<file path="src/rtl/saturn_fetch_sequencer_if.sv">
// Nibble read bus between the Saturn fetch sequencer (master) and memory (slave).
// o_bus_req holds with a stable o_bus_addr until i_bus_ack; i_bus_nibble is valid only in the ack cycle.
interface saturn_fetch_sequencer_if #(
  parameter int ADDR_W = 20
);
  logic              o_bus_req;
  logic [ADDR_W-1:0] o_bus_addr;
  logic              i_bus_ack;
  logic [3:0]        i_bus_nibble;

  modport master (
    output o_bus_req,
    output o_bus_addr,
    input  i_bus_ack,
    input  i_bus_nibble
  );

  modport slave (
    input  o_bus_req,
    input  o_bus_addr,
    output i_bus_ack,
    output i_bus_nibble
  );
endinterface

</file>
<file path="src/rtl/saturn_fetch_sequencer.sv">
// Saturn fetch sequencer: owns the PC, fetches nibbles, strobes the decoder and the executor.
// Optional executed-instruction counter is enabled by defining SATURN_INSTR_CTR_EN.
module saturn_fetch_sequencer #(
  parameter int                ADDR_W      = 20,
  parameter logic [ADDR_W-1:0] RESET_PC    = '0,
  parameter int                MAX_NIBBLES = 21,
  parameter int                CTR_W       = 32
) (
  input  logic                   i_clk,
  input  logic                   i_reset,
  input  logic                   i_run,
  output logic [CTR_W-1:0]       o_cycles,
  saturn_fetch_sequencer_if.master bus,
  output logic [3:0]             o_nibble,
  output logic                   o_en_dec,
  output logic                   o_instr_start,
  input  logic                   i_dec_continue,
  input  logic                   i_dec_done,
  output logic                   o_en_exec,
  input  logic                   i_exec_busy,
  input  logic                   i_pc_load,
  input  logic [ADDR_W-1:0]      i_pc_value,
  output logic [ADDR_W-1:0]      o_pc,
  output logic [4:0]             o_nib_count,
  output logic                   o_fault,
  output logic [CTR_W-1:0]       o_instr_ctr,
  output logic [2:0]             o_state
);

  localparam logic [2:0] S_IDLE   = 3'd0;
  localparam logic [2:0] S_FETCH  = 3'd1;
  localparam logic [2:0] S_DEC    = 3'd2;
  localparam logic [2:0] S_CHK    = 3'd3;
  localparam logic [2:0] S_EXEC   = 3'd4;
  localparam logic [2:0] S_EXWAIT = 3'd5;
  localparam logic [2:0] S_FAULT  = 3'd6;

  logic [2:0] state;
  logic [2:0] state_nxt;
  logic       end_of_instr;

  // An instruction ends when execution is no longer stalled, either straight out of EXEC or EXWAIT.
  assign end_of_instr = ((state == S_EXEC) || (state == S_EXWAIT)) && !i_exec_busy;

  always_comb begin
    state_nxt = state;
    case (state)
      S_IDLE:   if (i_run) state_nxt = S_FETCH;
      S_FETCH:  if (bus.i_bus_ack) state_nxt = S_DEC;
      S_DEC:    state_nxt = S_CHK;
      S_CHK: begin
        if (i_dec_done)
          state_nxt = S_EXEC;
        else if (i_dec_continue)
          state_nxt = (o_nib_count == 5'(MAX_NIBBLES)) ? S_FAULT : S_FETCH;
      end
      S_EXEC, S_EXWAIT: begin
        if (i_exec_busy)
          state_nxt = S_EXWAIT;
        else
          state_nxt = i_run ? S_FETCH : S_IDLE;
      end
      S_FAULT:  state_nxt = S_FAULT;
      default:  state_nxt = S_IDLE;
    endcase
  end

  always_ff @(posedge i_clk) begin
    if (i_reset) begin
      state       <= S_IDLE;
      o_pc        <= RESET_PC;
      o_cycles    <= '0;
      o_nib_count <= '0;
      o_nibble    <= '0;
      o_fault     <= 1'b0;
    end else begin
      state    <= state_nxt;
      o_cycles <= o_cycles + CTR_W'(1);
      if (state_nxt == S_FAULT)
        o_fault <= 1'b1;
      case (state)
        S_IDLE: if (i_run) o_nib_count <= '0;
        S_FETCH: begin
          if (bus.i_bus_ack) begin
            o_nibble    <= bus.i_bus_nibble;
            o_pc        <= o_pc + ADDR_W'(1);
            o_nib_count <= o_nib_count + 5'd1;
          end
        end
        S_EXEC, S_EXWAIT: begin
          if (i_pc_load)
            o_pc <= i_pc_value;
          if (end_of_instr)
            o_nib_count <= '0;
        end
        default: ;
      endcase
    end
  end

`ifdef SATURN_INSTR_CTR_EN
  always_ff @(posedge i_clk) begin
    if (i_reset)
      o_instr_ctr <= '0;
    else if (state == S_EXEC)
      o_instr_ctr <= o_instr_ctr + CTR_W'(1);
  end
`else
  assign o_instr_ctr = '0;
`endif

  // Strobes decode straight from state so a reset drops the request on the very next edge.
  assign bus.o_bus_req  = (state == S_FETCH);
  assign bus.o_bus_addr = o_pc;
  assign o_en_dec       = (state == S_DEC);
  assign o_instr_start  = (state == S_DEC) && (o_nib_count == 5'd1);
  assign o_en_exec      = (state == S_EXEC);
  assign o_state        = state;

endmodule

</file>
<file path="src/flat_wrapper.sv">
// flat-port wrapper written by rule: the top's interface ports become plain ports
module saturn_fetch_sequencer_flat 
#(
  parameter int                ADDR_W      = 20,
  parameter logic [ADDR_W-1:0] RESET_PC    = '0,
  parameter int                MAX_NIBBLES = 21,
  parameter int                CTR_W       = 32
)
  (i_clk, i_reset, i_run, o_cycles, o_nibble, o_en_dec, o_instr_start, i_dec_continue, i_dec_done, o_en_exec, i_exec_busy, i_pc_load, i_pc_value, o_pc, o_nib_count, o_fault, o_instr_ctr, o_state, bus_o_bus_req, bus_o_bus_addr, bus_i_bus_ack, bus_i_bus_nibble);
  saturn_fetch_sequencer_if #(.ADDR_W(ADDR_W)) bus_i ();
  input  logic i_clk;
  input  logic i_reset;
  input  logic i_run;
  output logic [CTR_W-1:0] o_cycles;
  output logic [3:0] o_nibble;
  output logic o_en_dec;
  output logic o_instr_start;
  input  logic i_dec_continue;
  input  logic i_dec_done;
  output logic o_en_exec;
  input  logic i_exec_busy;
  input  logic i_pc_load;
  input  logic [ADDR_W-1:0] i_pc_value;
  output logic [ADDR_W-1:0] o_pc;
  output logic [4:0] o_nib_count;
  output logic o_fault;
  output logic [CTR_W-1:0] o_instr_ctr;
  output logic [2:0] o_state;
  output wire logic [$bits(bus_i.o_bus_req)-1:0] bus_o_bus_req;
  output wire logic [$bits(bus_i.o_bus_addr)-1:0] bus_o_bus_addr;
  input wire logic [$bits(bus_i.i_bus_ack)-1:0] bus_i_bus_ack;
  input wire logic [$bits(bus_i.i_bus_nibble)-1:0] bus_i_bus_nibble;
  assign bus_o_bus_req = bus_i.o_bus_req;
  assign bus_o_bus_addr = bus_i.o_bus_addr;
  assign bus_i.i_bus_ack = bus_i_bus_ack;
  assign bus_i.i_bus_nibble = bus_i_bus_nibble;
  saturn_fetch_sequencer #(.ADDR_W(ADDR_W), .RESET_PC(RESET_PC), .MAX_NIBBLES(MAX_NIBBLES), .CTR_W(CTR_W)) u_core (.i_clk(i_clk), .i_reset(i_reset), .i_run(i_run), .o_cycles(o_cycles), .bus(bus_i), .o_nibble(o_nibble), .o_en_dec(o_en_dec), .o_instr_start(o_instr_start), .i_dec_continue(i_dec_continue), .i_dec_done(i_dec_done), .o_en_exec(o_en_exec), .i_exec_busy(i_exec_busy), .i_pc_load(i_pc_load), .i_pc_value(i_pc_value), .o_pc(o_pc), .o_nib_count(o_nib_count), .o_fault(o_fault), .o_instr_ctr(o_instr_ctr), .o_state(o_state));
endmodule
</file>
<file path="config.mk">
export PLATFORM = sky130hd
export DESIGN_NAME = saturn_fetch_sequencer_flat
export DESIGN_NICKNAME = d
export VERILOG_FILES = /design/src/rtl/saturn_fetch_sequencer_if.sv /design/src/rtl/saturn_fetch_sequencer.sv /design/src/flat_wrapper.sv
export SDC_FILE = /design/constraint.sdc
export NUM_CORES = 1
export LEC_CHECK = 0
export CORE_UTILIZATION = 35
export DETAILED_ROUTE_END_ITERATION = 10
export PLACE_DENSITY_LB_ADDON = 0.08
export SYNTH_ARGS = -nofsm -noshare
export SYNTH_HDL_FRONTEND = slang
export SYNTH_SLANG_ARGS = --single-unit
</file>
<file path="constraint.sdc">
create_clock -name i_clk -period 2 [get_ports i_clk]
set_input_delay 0.2 -clock i_clk [delete_from_list [all_inputs] [get_ports i_clk]]
set_output_delay 0.2 -clock i_clk [all_outputs]
set_load 0.03 [all_outputs]
</file>
## Word-level counts from Yosys, hierarchy flattened

Cells that the tools add are included.
W data, S select, Z words.

| cells by class | value |
|---|---|
| add/subtract/negate cells | 3 |
| $mul | 0 |
| divide/modulo/power cells | 0 |
| order comparisons | 0 |
| equality and inequality tests | 13 |
| shift-type cells | 0 |
| mux-type cells | 15 |
| bitwise gates (word level) | 0 |
| reductions and logical operators | 11 |

Operators by type and width:

| operator | count |
|---|---|
| $mux W20 | 2 |
| $pmux W20 S2 | 1 |
| $add A32 B1 Y32 const B | 1 |
| $add A20 B1 Y20 const B | 1 |
| $mux W3 | 6 |
| $pmux W3 S6 | 1 |
| $mux W5 | 3 |
| $pmux W5 S3 | 1 |
| $eq A3 B3 Y1 const B | 4 |
| $eq A3 B2 Y1 const B | 2 |
| $add A5 B1 Y5 const B | 1 |
| $eq A5 B1 Y1 const B | 1 |
| $eq A5 B5 Y1 const B | 1 |
| $ne A2 B1 Y1 const B | 2 |
| $ne A2 B2 Y1 const B | 2 |
| $reduce_and A4 Y1 | 1 |
| $eq A3 B1 Y1 const B | 1 |
| $logic_not A3 Y1 | 1 |
| $reduce_and A3 Y1 | 1 |
| $reduce_bool A3 Y1 | 1 |
| $logic_and A1 B1 Y1 | 2 |
| $reduce_and A2 Y1 | 1 |
| $reduce_bool A2 Y1 | 1 |
| $reduce_or A2 Y1 | 1 |
| 3 further kinds | 3 |

| word-level totals | value |
|---|---|
| bits in registers | 65 |
| latch bits | 0 |
| RAM bits | 0 |
| bits in read-only memories | 0 |
| input bits | 32 |
| output and inout port bits | 121 |
| word-level logic and storage cells | 48 |
| memories kept | 0 |

## Depth between registers and ports, before layout

| depth | value |
|---|---|
| word-level depth | 6 |
| mapped depth | 7 |
| mapped depth without buffers | 6 |

## Least setup slack after synthesis

OpenSTA, ideal clock, no wires.

| path | value |
|---|---|
| path kind | register to register |
| start point | reg u_core.o_cycles[0] |
| end point | reg u_core.o_cycles[28] |
| setup time | 0.121 ns |
| arrival time | 2.075 ns |
| required time | 1.879 ns |
| slack | -0.196 ns |
| cell stages (with the launch flop) | 7 |
| path buffers | 1 |
| period minus slack after synthesis | 2.196 ns |
| cells stage by stage | dfxtp_1 ha_1 nand4_1 or3_1 clkbuf_1 nor4_1 mux2_2 |

| on the way | value |
|---|---|
| word-level cells in the longest chain between the ends | 1 |

RTL lines:

| item | line | text |
|---|---|---|
| start, declared | saturn_fetch_sequencer.sv:12 | `output logic [CTR_W-1:0] o_cycles,` |
| start signal, assigned | saturn_fetch_sequencer.sv:78 | `o_cycles <= o_cycles + CTR_W'(1);` |
| $add A32 B1 Y32 | saturn_fetch_sequencer.sv:78 |  |

No other way between the ends.
A chain may end at the register's enable or synchronous reset.

## Final worst setup path

| path | value |
|---|---|
| start point | reg u_core.o_cycles[8] |
| end point | reg u_core.o_cycles[15] |

Same word-level chain as after synthesis.

==> results.toml <==
[yosys]
synth-async-reset-ratio_pct = 0
largest_family_of_logic_cells_by_synthesized_area = "simple AND/OR/NAND/NOR gates"
synth_mux_area_share_pct = 4.39
postSynthRegisterBits = 65
count_of_synthesis_stage_warnings_from_yosys = 0
syn-mean-instance-area_um2 = 7.87
synth_enable_flop_cells = 0
synthesis.instances = 500
synth_cell_area_mm2 = 0.00393
synth_simple_gate_area_share_pct = 25.9
portion_of_the_post_synthesis_area_used_by_sequential_elements_pct = 33.1
complex_gate_fraction_of_the_synthesized_area_pct = 18.3
synth-main-ff-cell = "sky130_fd_sc_hd__dfxtp_1"
synthXorXnorAreaFrac_pct = 2.23
post_synth_fa_ha_maj_area_fraction_pct = 1.27
ys_types = 55

[timing]
finalWorstSetupSlack_ns = 0.0679
maxClockFrequency_ghz = 0.518
period_needed_ns = 1.93
tns_ns = 0
finalClockSkew_ns = 0.0100
fin_crit_sh_pct = 96.6
setup_violations = 0
rsz0062_at_grt = "false"
maxSlewViolCount = 0
report.final.hold_viol_count = 0

[final_layout]
final_net_count = 653
final.fill_count = 1084
sequential_cell_area_mm2 = 0.00132
drive_above_1_share_pct = 14.3
area.growth.synth_to_final_pct = 38.6
antenna_cells_inserted = 0
multi_input_comb_area_mm2 = 0.00220
post_layout_utilization_of_the_core_pct = 50.1

[placed_design]
weighted_congestion_at_the_end_of_routability_driven_global_placement = 0.794
io_buffer_count = 120
place_worst_setup_slack_ns = 0.0246
post-dp-hpwl_um = 7660

[clock_tree]
cts_root_buffer = "sky130_fd_sc_hd__clkbuf_8"
path_clk_slew_ns = 0.08
clock_tree.buffer_depth = 2
clock_sinks = 65
post_cts.repair.setup_buffers = 0
clk-insertion-delay-late_ns = 0.34
htreeDepth = 3
tritoncts = "done"
ctsHoldBuffers = 0
clock_buffer_count_from_cts = 9

[global_routing]
via_count_of_the_first_global_routing_pass = 3552
gr-usage-all-layers_pct = 18.5
globalRoute.totalOverflow = 0
antenna_found_initial = 0
global_route_wire_length_before_repair_um = 17500
grt_max_degree = 30

[power_and_ir_drop]
cell_leakage_power_nw = 1.96
share_comb_of_total_power_pct = 19.8
intPower_mw = 2.18
switching_power_mw = 0.970
power.clock.fraction_pct = 37.3
ir_drop_mv = 0.508
netSwitchingFraction_pct = 30.8
power_frac_seq_pct = 42.9
power_density_mw_per_mm2 = 578

[floorplan]
coreArea_mm2 = 0.0109
dieHeight_um = 108
initial_core_util_pct = 36.1
floorplan.die.width_um = 108
num_io_pins = 153
dieArea_mm2 = 0.0117
placement_rows = 38

[drt]
route.detailed.vias_per_inst = 5.16
drc_errors = 0
total_via_count_in_the_routed_design = 3929
detail_route.first_pass.iterations = 4
detail-route-antenna-nets = 0
routed_wl_um = 10800
drt_iter0_drc = 128
post_drt_wl_per_cell_um = 14.2

[setup_path]
crit_type = "flip-flop to flip-flop"
slowest_delay_ns = 0.62
worst_setup_path_end_kind = "flip-flop"
worstPathCellList = "nand2_1 -> or4_4 -> or4_1 -> a21oi_1"
critPathTopFamily = "simple AND/OR/NAND/NOR gates"
worst_ep_arrival_time_ns = 2.21
path_max_fanout = 19
crit_path_start_kind = "flip-flop"
path_buf_inv = 0
cp_data_required_time_ns = 2.27
cp_slowest_cell = "sky130_fd_sc_hd__or4_4"

[worst_hold_path]
worst_hold_path_type = "input pin to flip-flop"

[run]
max_cap_check_violation_count = 0

[status]
outcome = "complete, no violations"
-- synthesized netlist by cell type, drive strengths merged, types with 9 or more instances --
cell / instances / share of area, %
dfxtp: 65 / 33
buf: 59 / 11
nor2: 47 / 4.5
a21oi: 36 / 4.6
nand2: 27 / 2.6
nand3: 24 / 3.1
clkbuf: 23 / 2.2
o21ai: 21 / 2.7
inv: 18 / 1.7
nor3: 14 / 1.8
mux2: 10 / 2.9
nor2b: 10 / 1.6
or3: 10 / 1.6
or4: 10 / 2.0
nor4: 9 / 1.4
-- metal layers --
metal,track usage [%],wire [um],vias to the layer above
met5,0,0,-
met4,5.19,80,0
met3,4.16,676,9
met2,29.8,5100,130
met1,24.6,4960,1836
li1,-,-,1954
-- path summary, 6_finish.rpt --
check / startpoint / endpoint / slack, ns / depth (start not counted)
worst max-delay path: u_core.o_cycles[8]$_SDFF_PP0_ / u_core.o_cycles[15]$_SDFF_PP0_ / 0.07 / 4
worst min-delay path: i_reset / u_core.bus.o_bus_addr[9]$_SDFFE_PP0P_ / 0.26 / 2
worst max register to register: u_core.o_cycles[8]$_SDFF_PP0_ / u_core.o_cycles[15]$_SDFF_PP0_ / 0.07 / 4
worst min register to register: u_core.o_cycles[0]$_SDFF_PP0_ / u_core.o_cycles[0]$_SDFF_PP0_ / 0.44 / 1
-- sequential cells by signal (all words and copies together) (netlist names) --
name,count
u_core.bus.o_bus_addr,20
u_core.o_fault,1
u_core.o_cycles,32
u_core.o_state,3
u_core.o_nib_count,5
u_core.o_nibble,4
-- power groups by stage --
stage | Combinational (mW) | Sequential, mW | Clock (mW)
floorplan | 0.377 | 1.44 | 0
global placement | 0.625 | 1.38 | 0
detailed placement | 0.624 | 1.38 | 0
CTS | 0.624 | 1.35 | 1.21
global route | 0.674 | 1.36 | 1.26
finish | 0.623 | 1.35 | 1.18
-- cells in the final DEF, fill, tap and decap left out, types with 14 or more instances in the layout --
cell type / instances
sky130_fd_sc_hd__inv_1: 18
sky130_fd_sc_hd__nand2_1: 26
sky130_fd_sc_hd__nor2_1: 46
sky130_fd_sc_hd__conb_1: 32
sky130_fd_sc_hd__a21oi_1: 36
sky130_fd_sc_hd__clkdlybuf4s50_1: 114
sky130_fd_sc_hd__o21ai_0: 21
sky130_fd_sc_hd__dfxtp_1: 53
sky130_fd_sc_hd__nand3_1: 24
sky130_fd_sc_hd__nor3_1: 14
sky130_fd_sc_hd__buf_4: 37
-- worst reg2reg max path, delay by kind of cell, from the launching register on --
family	cells	cell delay, ns
AOI/OAI and AO/OA	1	0.15
and+or+nand+nor	3	1.30
DFF	1	0.41
-- layout make-up --
cell class              count  share of cell area [%]
inverters                  18                    1.24
clock inverters             6                    1.19
well taps                 140                    3.21
flip-flops and latches     65                    24.2
repair buffers            157                    27.3
multi-input cells         366                    40.3
clock buffers              10                    2.52
-- logic make-up after synthesis --
family,count (synthesis)
other cells,1
simple gates,192
buf+inv,100
flops,65
fa+ha+maj,4
mux,16
xor+xnor,10
compound gates,112
-- stage by stage --
step	instances	hold WS, ns	area, um^2	total power, mW
after floorplan	531	0.344	4070	1.82
after global placement	746	0.425	5220	2.01
after detailed placement	746	0.432	5220	2.01
after CTS	762	0.254	5420	3.18
after global routing	762	0.294	5450	3.29
final	762	0.264	5450	3.15
-- repair_timing --
item	in CTS	in global routing
resized for setup	2	9
pin swaps	0	1
setup endpoints to repair	2	17
Power figures use the tool's default switching activity.
==> variant 1 (same flow settings) <==
Build with the macro `SATURN_INSTR_CTR_EN` defined.
--- a/src/rtl/saturn_fetch_sequencer.sv
+++ b/src/rtl/saturn_fetch_sequencer.sv
@@ -1,5 +1,7 @@
 // Saturn fetch sequencer: owns the PC, fetches nibbles, strobes the decoder and the executor.
 // Optional executed-instruction counter is enabled by defining SATURN_INSTR_CTR_EN.
+`define SATURN_INSTR_CTR_EN
+
 module saturn_fetch_sequencer #(
   parameter int                ADDR_W      = 20,
   parameter logic [ADDR_W-1:0] RESET_PC    = '0,
Function: changed (Yosys sat finds a counterexample within 10 cycles, from zero or initial values and one cycle with i_reset high).
==> variant 1 against the unedited design <==
  * Setup slack better by 63 ps
  * Final cell count grew 22%
  * Critical path depth is 2 higher
  * Sequential cell count is 32 higher
  * Final area up 29%
  * Wire length rose by 25%
  * Total power up 35%
  * Synthesized area grew 25%
  * Via count increased by 20%
  * Maximum frequency increased by 3.4%
==> variant 1: results (changes against the unedited design) <==
Initial DRC Count: 263 (was 128)
Total GRT Usage: 18.9% (was 18.5%)
post-synthesis sequential area ratio: 39.6% (was 33.1%)
distinct cell type count after synthesis: 57 (was 55)
Non-clk bufs: 193 (was 157)
sequential share of cell area: 27.6% (was 24.2%)
routability cong.: 0.802 (was 0.794)
vias per inst: 5.06 (was 5.16)
max incr delay on CP: 450 ps (was 620 ps)
leakage power: 2.48 nW (was 1.96 nW)
IO buf count: 152 (was 120)
Multi-input gate area: 2710 µm² (was 2200 µm²)
met3 routed WL: 710 µm (was 676 µm)
largest net degree at the start of global routing: 45 (was 30)
worst-path fanout max: 11 (was 19)
Peak VDD IR: 0.377 mV (was 0.508 mV)
grt met3 use: 5.00% (was 4.16%)
Final Core Density: 52.4% (was 50.1%)
final WL: 13.5 mm (was 10.8 mm)
Placement Setup Slack: 44.0 ps (was 24.6 ps)
net switching power: 0.987 mW (was 0.970 mW)
DP Area: 6730 µm² (was 5220 µm²)
Cells after DPL: 914 (was 746)
Post-Synth XOR/XNOR Area: 10.5% (was 2.23%)
buffering overhead: 26.0% (was 27.3%)
number of non-clock inverters: 10 (was 18)
vias in the first global route: 4484 (was 3552)
Post-DP HPWL: 9.61 mm (was 7.66 mm)
adder-cell share of the synthesized area: 1.28% (was 1.27%)
first-pass GRT wire length: 22.1 mm (was 17.5 mm)
clkbuf count: 13 (was 10)
Critical Path AT: 2090 ps (was 2210 ps)
multi-input gate count: 439 (was 366)
GR Util met2: 30.1% (was 29.8%)
largest cells by area after synthesis: dfxtp_1, nor2_1, xor2_1 (was dfxtp_1, buf_4, a21oi_1)
Critical-path top delay cell: or4b_1 (was or4_4)
Hold Path Depth: 3 (was 2)
share of layout cells above drive strength 1: 10.5% (was 14.3%)
fillers: 1340 (was 1084)
Clock Pin Slew Worst Setup and Hold Paths: 60 ps (was 80 ps)
status: finished, final reports clean (unchanged)
Nets: 787 (was 653)
Max Clock Skew: 5.18 ps (was 10.0 ps)
Clock Sinks: 97 (was 65)
Hold Crit Class: in -> reg (unchanged)
Root Buffer: clkbuf_16 (was clkbuf_8)
post-cts resize count: 4 (was 2)
most instantiated cells after synthesis: dfxtp_1, nor2_1, nand2_1, xor2_1, nand3_1 (was dfxtp_1, buf_4, nor2_1, a21oi_1, nand2_1)
GR Layer Usage met1: 24.6% (about the same)
post-route met1 wirelength: 6.47 mm (was 4.96 mm)
mux cell area share after synthesis: 0.434% (was 4.39%)
cell count after synthesis: 593 (was 500)
post-synthesis compound-gate area fraction: 12.8% (was 18.3%)
n_taps: 176 (was 140)
==> variant 1: power groups by stage <==
stage	Sequential, mW	Combinational (mW)	Clock [mW]
3_3_place_gp	2.03	0.450	0
3_5_place_dp	2.03	0.452	0
2_1_floorplan	2.08	0.186	0
4_1_cts	1.99	0.451	1.89
6_report	1.99	0.447	1.82
5_1_grt	1.99	0.484	1.97
==> variant 1: final timing paths <==
check | endpoint | start | slack (ps)
worst max-delay path | u_core.o_instr_ctr[19]$_SDFFE_PP0P_ | u_core.o_state[0]$_SDFF_PP0_ | 130
worst min-delay path | u_core.bus.o_bus_addr[18]$_SDFFE_PP0P_ | i_reset | 310
worst max register to register | u_core.o_instr_ctr[19]$_SDFFE_PP0P_ | u_core.o_state[0]$_SDFF_PP0_ | 130
worst min register to register | u_core.o_nibble[2]$_SDFFE_PP0P_ | u_core.o_nibble[2]$_SDFFE_PP0P_ | 460
==> variant 2 (config.mk and constraints unchanged) <==
Without the edit above. Put one more register stage on the output `o_nib_count`, without a reset. The value now appears one clock later. The other outputs are not delayed to match.
--- a/src/rtl/saturn_fetch_sequencer.sv
+++ b/src/rtl/saturn_fetch_sequencer.sv
@@ -35,6 +35,8 @@
   localparam logic [2:0] S_EXWAIT = 3'd5;
   localparam logic [2:0] S_FAULT  = 3'd6;
 
+  logic [4:0] o_nib_count_s0;
+
   logic [2:0] state;
   logic [2:0] state_nxt;
   logic       end_of_instr;
@@ -52,7 +54,7 @@
         if (i_dec_done)
           state_nxt = S_EXEC;
         else if (i_dec_continue)
-          state_nxt = (o_nib_count == 5'(MAX_NIBBLES)) ? S_FAULT : S_FETCH;
+          state_nxt = (o_nib_count_s0 == 5'(MAX_NIBBLES)) ? S_FAULT : S_FETCH;
       end
       S_EXEC, S_EXWAIT: begin
         if (i_exec_busy)
@@ -70,7 +72,7 @@
       state       <= S_IDLE;
       o_pc        <= RESET_PC;
       o_cycles    <= '0;
-      o_nib_count <= '0;
+      o_nib_count_s0 <= '0;
       o_nibble    <= '0;
       o_fault     <= 1'b0;
     end else begin
@@ -79,19 +81,19 @@
       if (state_nxt == S_FAULT)
         o_fault <= 1'b1;
       case (state)
-        S_IDLE: if (i_run) o_nib_count <= '0;
+        S_IDLE: if (i_run) o_nib_count_s0 <= '0;
         S_FETCH: begin
           if (bus.i_bus_ack) begin
             o_nibble    <= bus.i_bus_nibble;
             o_pc        <= o_pc + ADDR_W'(1);
-            o_nib_count <= o_nib_count + 5'd1;
+            o_nib_count_s0 <= o_nib_count_s0 + 5'd1;
           end
         end
         S_EXEC, S_EXWAIT: begin
           if (i_pc_load)
             o_pc <= i_pc_value;
           if (end_of_instr)
-            o_nib_count <= '0;
+            o_nib_count_s0 <= '0;
         end
         default: ;
       endcase
@@ -113,9 +115,13 @@
   assign bus.o_bus_req  = (state == S_FETCH);
   assign bus.o_bus_addr = o_pc;
   assign o_en_dec       = (state == S_DEC);
-  assign o_instr_start  = (state == S_DEC) && (o_nib_count == 5'd1);
+  assign o_instr_start  = (state == S_DEC) && (o_nib_count_s0 == 5'd1);
   assign o_en_exec      = (state == S_EXEC);
   assign o_state        = state;
 
+  always_ff @(posedge i_clk) begin
+    o_nib_count <= o_nib_count_s0;
+  end
+
 endmodule
 
Behaviour: not the same (Yosys sat finds a counterexample within 4 cycles, from zero or initial values and one cycle with i_reset high).
==> variant 2 against the unedited design <==
  * First-iteration DRC count increased by 29%
  * Synthesized cell count is 4.0% lower
  * Wire length rose by 0.10%
  * Total power is 8.7% higher
  * Via count fell by 2.2%
  * Clock skew is 4.5 ps higher
  * Critical path depth fell by 2
  * Count of clock-buffer cells in the layout is the same
  * Sequential cell count rose by 5
  * Die area about the same
  * Sequential power grew 10%
  * Setup slack better by 38 ps
  * Synthesized area about the same
  * Final area is 0.53% higher
  * Critical path type is now reg -> out
  * Critical endpoint is now o_en_dec
  * Largest power group unchanged
==> variant 2: results (changes against the unedited design) <==
Peak VDD IR: 0.357 mV (was 0.508 mV)
fraction of area in multi-input gates: 38.9% (was 40.3%)
cell count after synthesis: 480 (was 500)
Total GRT Usage: 19.1% (was 18.5%)
Power Dens Cells: 625 nW/µm² (was 578 nW/µm²)
vias in the first global route: 3622 (was 3552)
worst r2r path cells: 5 (was 4)
Pre-antenna DRT Iters: 5 (was 4)
Placement Setup Slack: 142 ps (was 24.6 ps)
Logic power comb: 0.604 mW (was 0.623 mW)
wire per inst: 14.5 µm (was 14.2 µm)
r2r setup slk: 130 ps (was 70 ps)
largest net degree at the start of global routing: 25 (was 30)
post-synthesis compound-gate area fraction: 17.8% (was 18.3%)
detailed-route via count: 3842 (was 3929)
DP Area: 5250 µm² (was 5220 µm²)
Max Clock Skew: 14.5 ps (was 10.0 ps)
GR Util met2: 30.8% (was 29.8%)
multi-input gate count: 351 (was 366)
post-route met1 wirelength: 5.27 mm (was 4.96 mm)
P_seq: 1.49 mW (was 1.35 mW)
Post-DP HPWL: 7.89 mm (was 7.66 mm)
first-pass GRT wire length: 17.8 mm (was 17.5 mm)
grt met3 use: 3.44% (was 4.16%)
Non-clk bufs: 159 (was 157)
Initial DRC Count: 165 (was 128)
worst hold endpoint: u_core.bus.o_bus_addr[8]$_SDFFE_PP0P_ (was u_core.bus.o_bus_addr[9]$_SDFFE_PP0P_)
status: finished, final reports clean (unchanged)
Cells after DPL: 729 (was 746)
Die Wd: 108 µm (about the same)
Met2 Routed Length: 4.94 mm (was 5.10 mm)
fillers: 1106 (was 1084)
clock network share of area: 4.20% (was 3.72%)
Post-Synth XOR/XNOR Area: 3.78% (was 2.23%)
leakage power: 1.96 nW (about the same)
largest cells by area after synthesis: dfxtp_1, buf_4, a21oi_1 (unchanged)
Clock Sinks: 70 (was 65)
mux cell area share after synthesis: 1.88% (was 4.39%)
adder-cell share of the synthesized area: 1.27% (about the same)
most instantiated cells after synthesis: dfxtp_1, buf_4, a21oi_1, nand2_1, nor2_1 (was dfxtp_1, buf_4, nor2_1, a21oi_1, nand2_1)
worst-path fanout max: 7 (was 19)
sequential share of cell area: 25.8% (was 24.2%)
Critical Path AT: 1690 ps (was 2210 ps)
number of non-clock inverters: 9 (was 18)
met3 routed WL: 528 µm (was 676 µm)
share of layout cells above drive strength 1: 12.7% (was 14.3%)
Critical path origin: u_core.o_state[0]$_SDFF_PP0_ (was u_core.o_cycles[8]$_SDFF_PP0_)
post-synthesis sequential area ratio: 35.6% (was 33.1%)
FF-to-FF Start: u_core.bus.o_bus_addr[0]$_SDFFE_PP0P_ (was u_core.o_cycles[8]$_SDFF_PP0_)
worst hold slack: 239 ps (was 264 ps)
## variant 2: cell count changes in the layout (fill, tap and decap cells not counted), moves of 7 or more
cell | before | now
nor2_1 | 46 | 28
inv_1 | 18 | 9
dfxtp_1 | 53 | 61
nand4_1 | 8 | 15
nor2b_1 | 9 | 2
or4_1 | 8 | 17
mux2_2 | 10 | 3
xor2_1 | 4 | 14
## variant 2: how the worst max path moves through the flow
| stage | slack, ps | end |
|---|---|---|
| 2_1_floorplan | -40 | o_instr_start |
| 3_3_place_gp | 150 | u_core.bus.o_bus_addr[16]$_SDFFE_PP0P_ |
| 3_5_place_dp | 140 | u_core.bus.o_bus_addr[16]$_SDFFE_PP0P_ |
| 4_1_cts | 30 | bus_o_bus_req |
| 5_1_grt | 20 | u_core.bus.o_bus_addr[16]$_SDFFE_PP0P_ |
| 6_report | 110 | o_en_dec |
## variant 2: worst max-delay path: stages (launching register included)
cell             delay [ps]
dfxtp_1                 380
nor3b_2                 270
clkdlybuf4s50_1         710
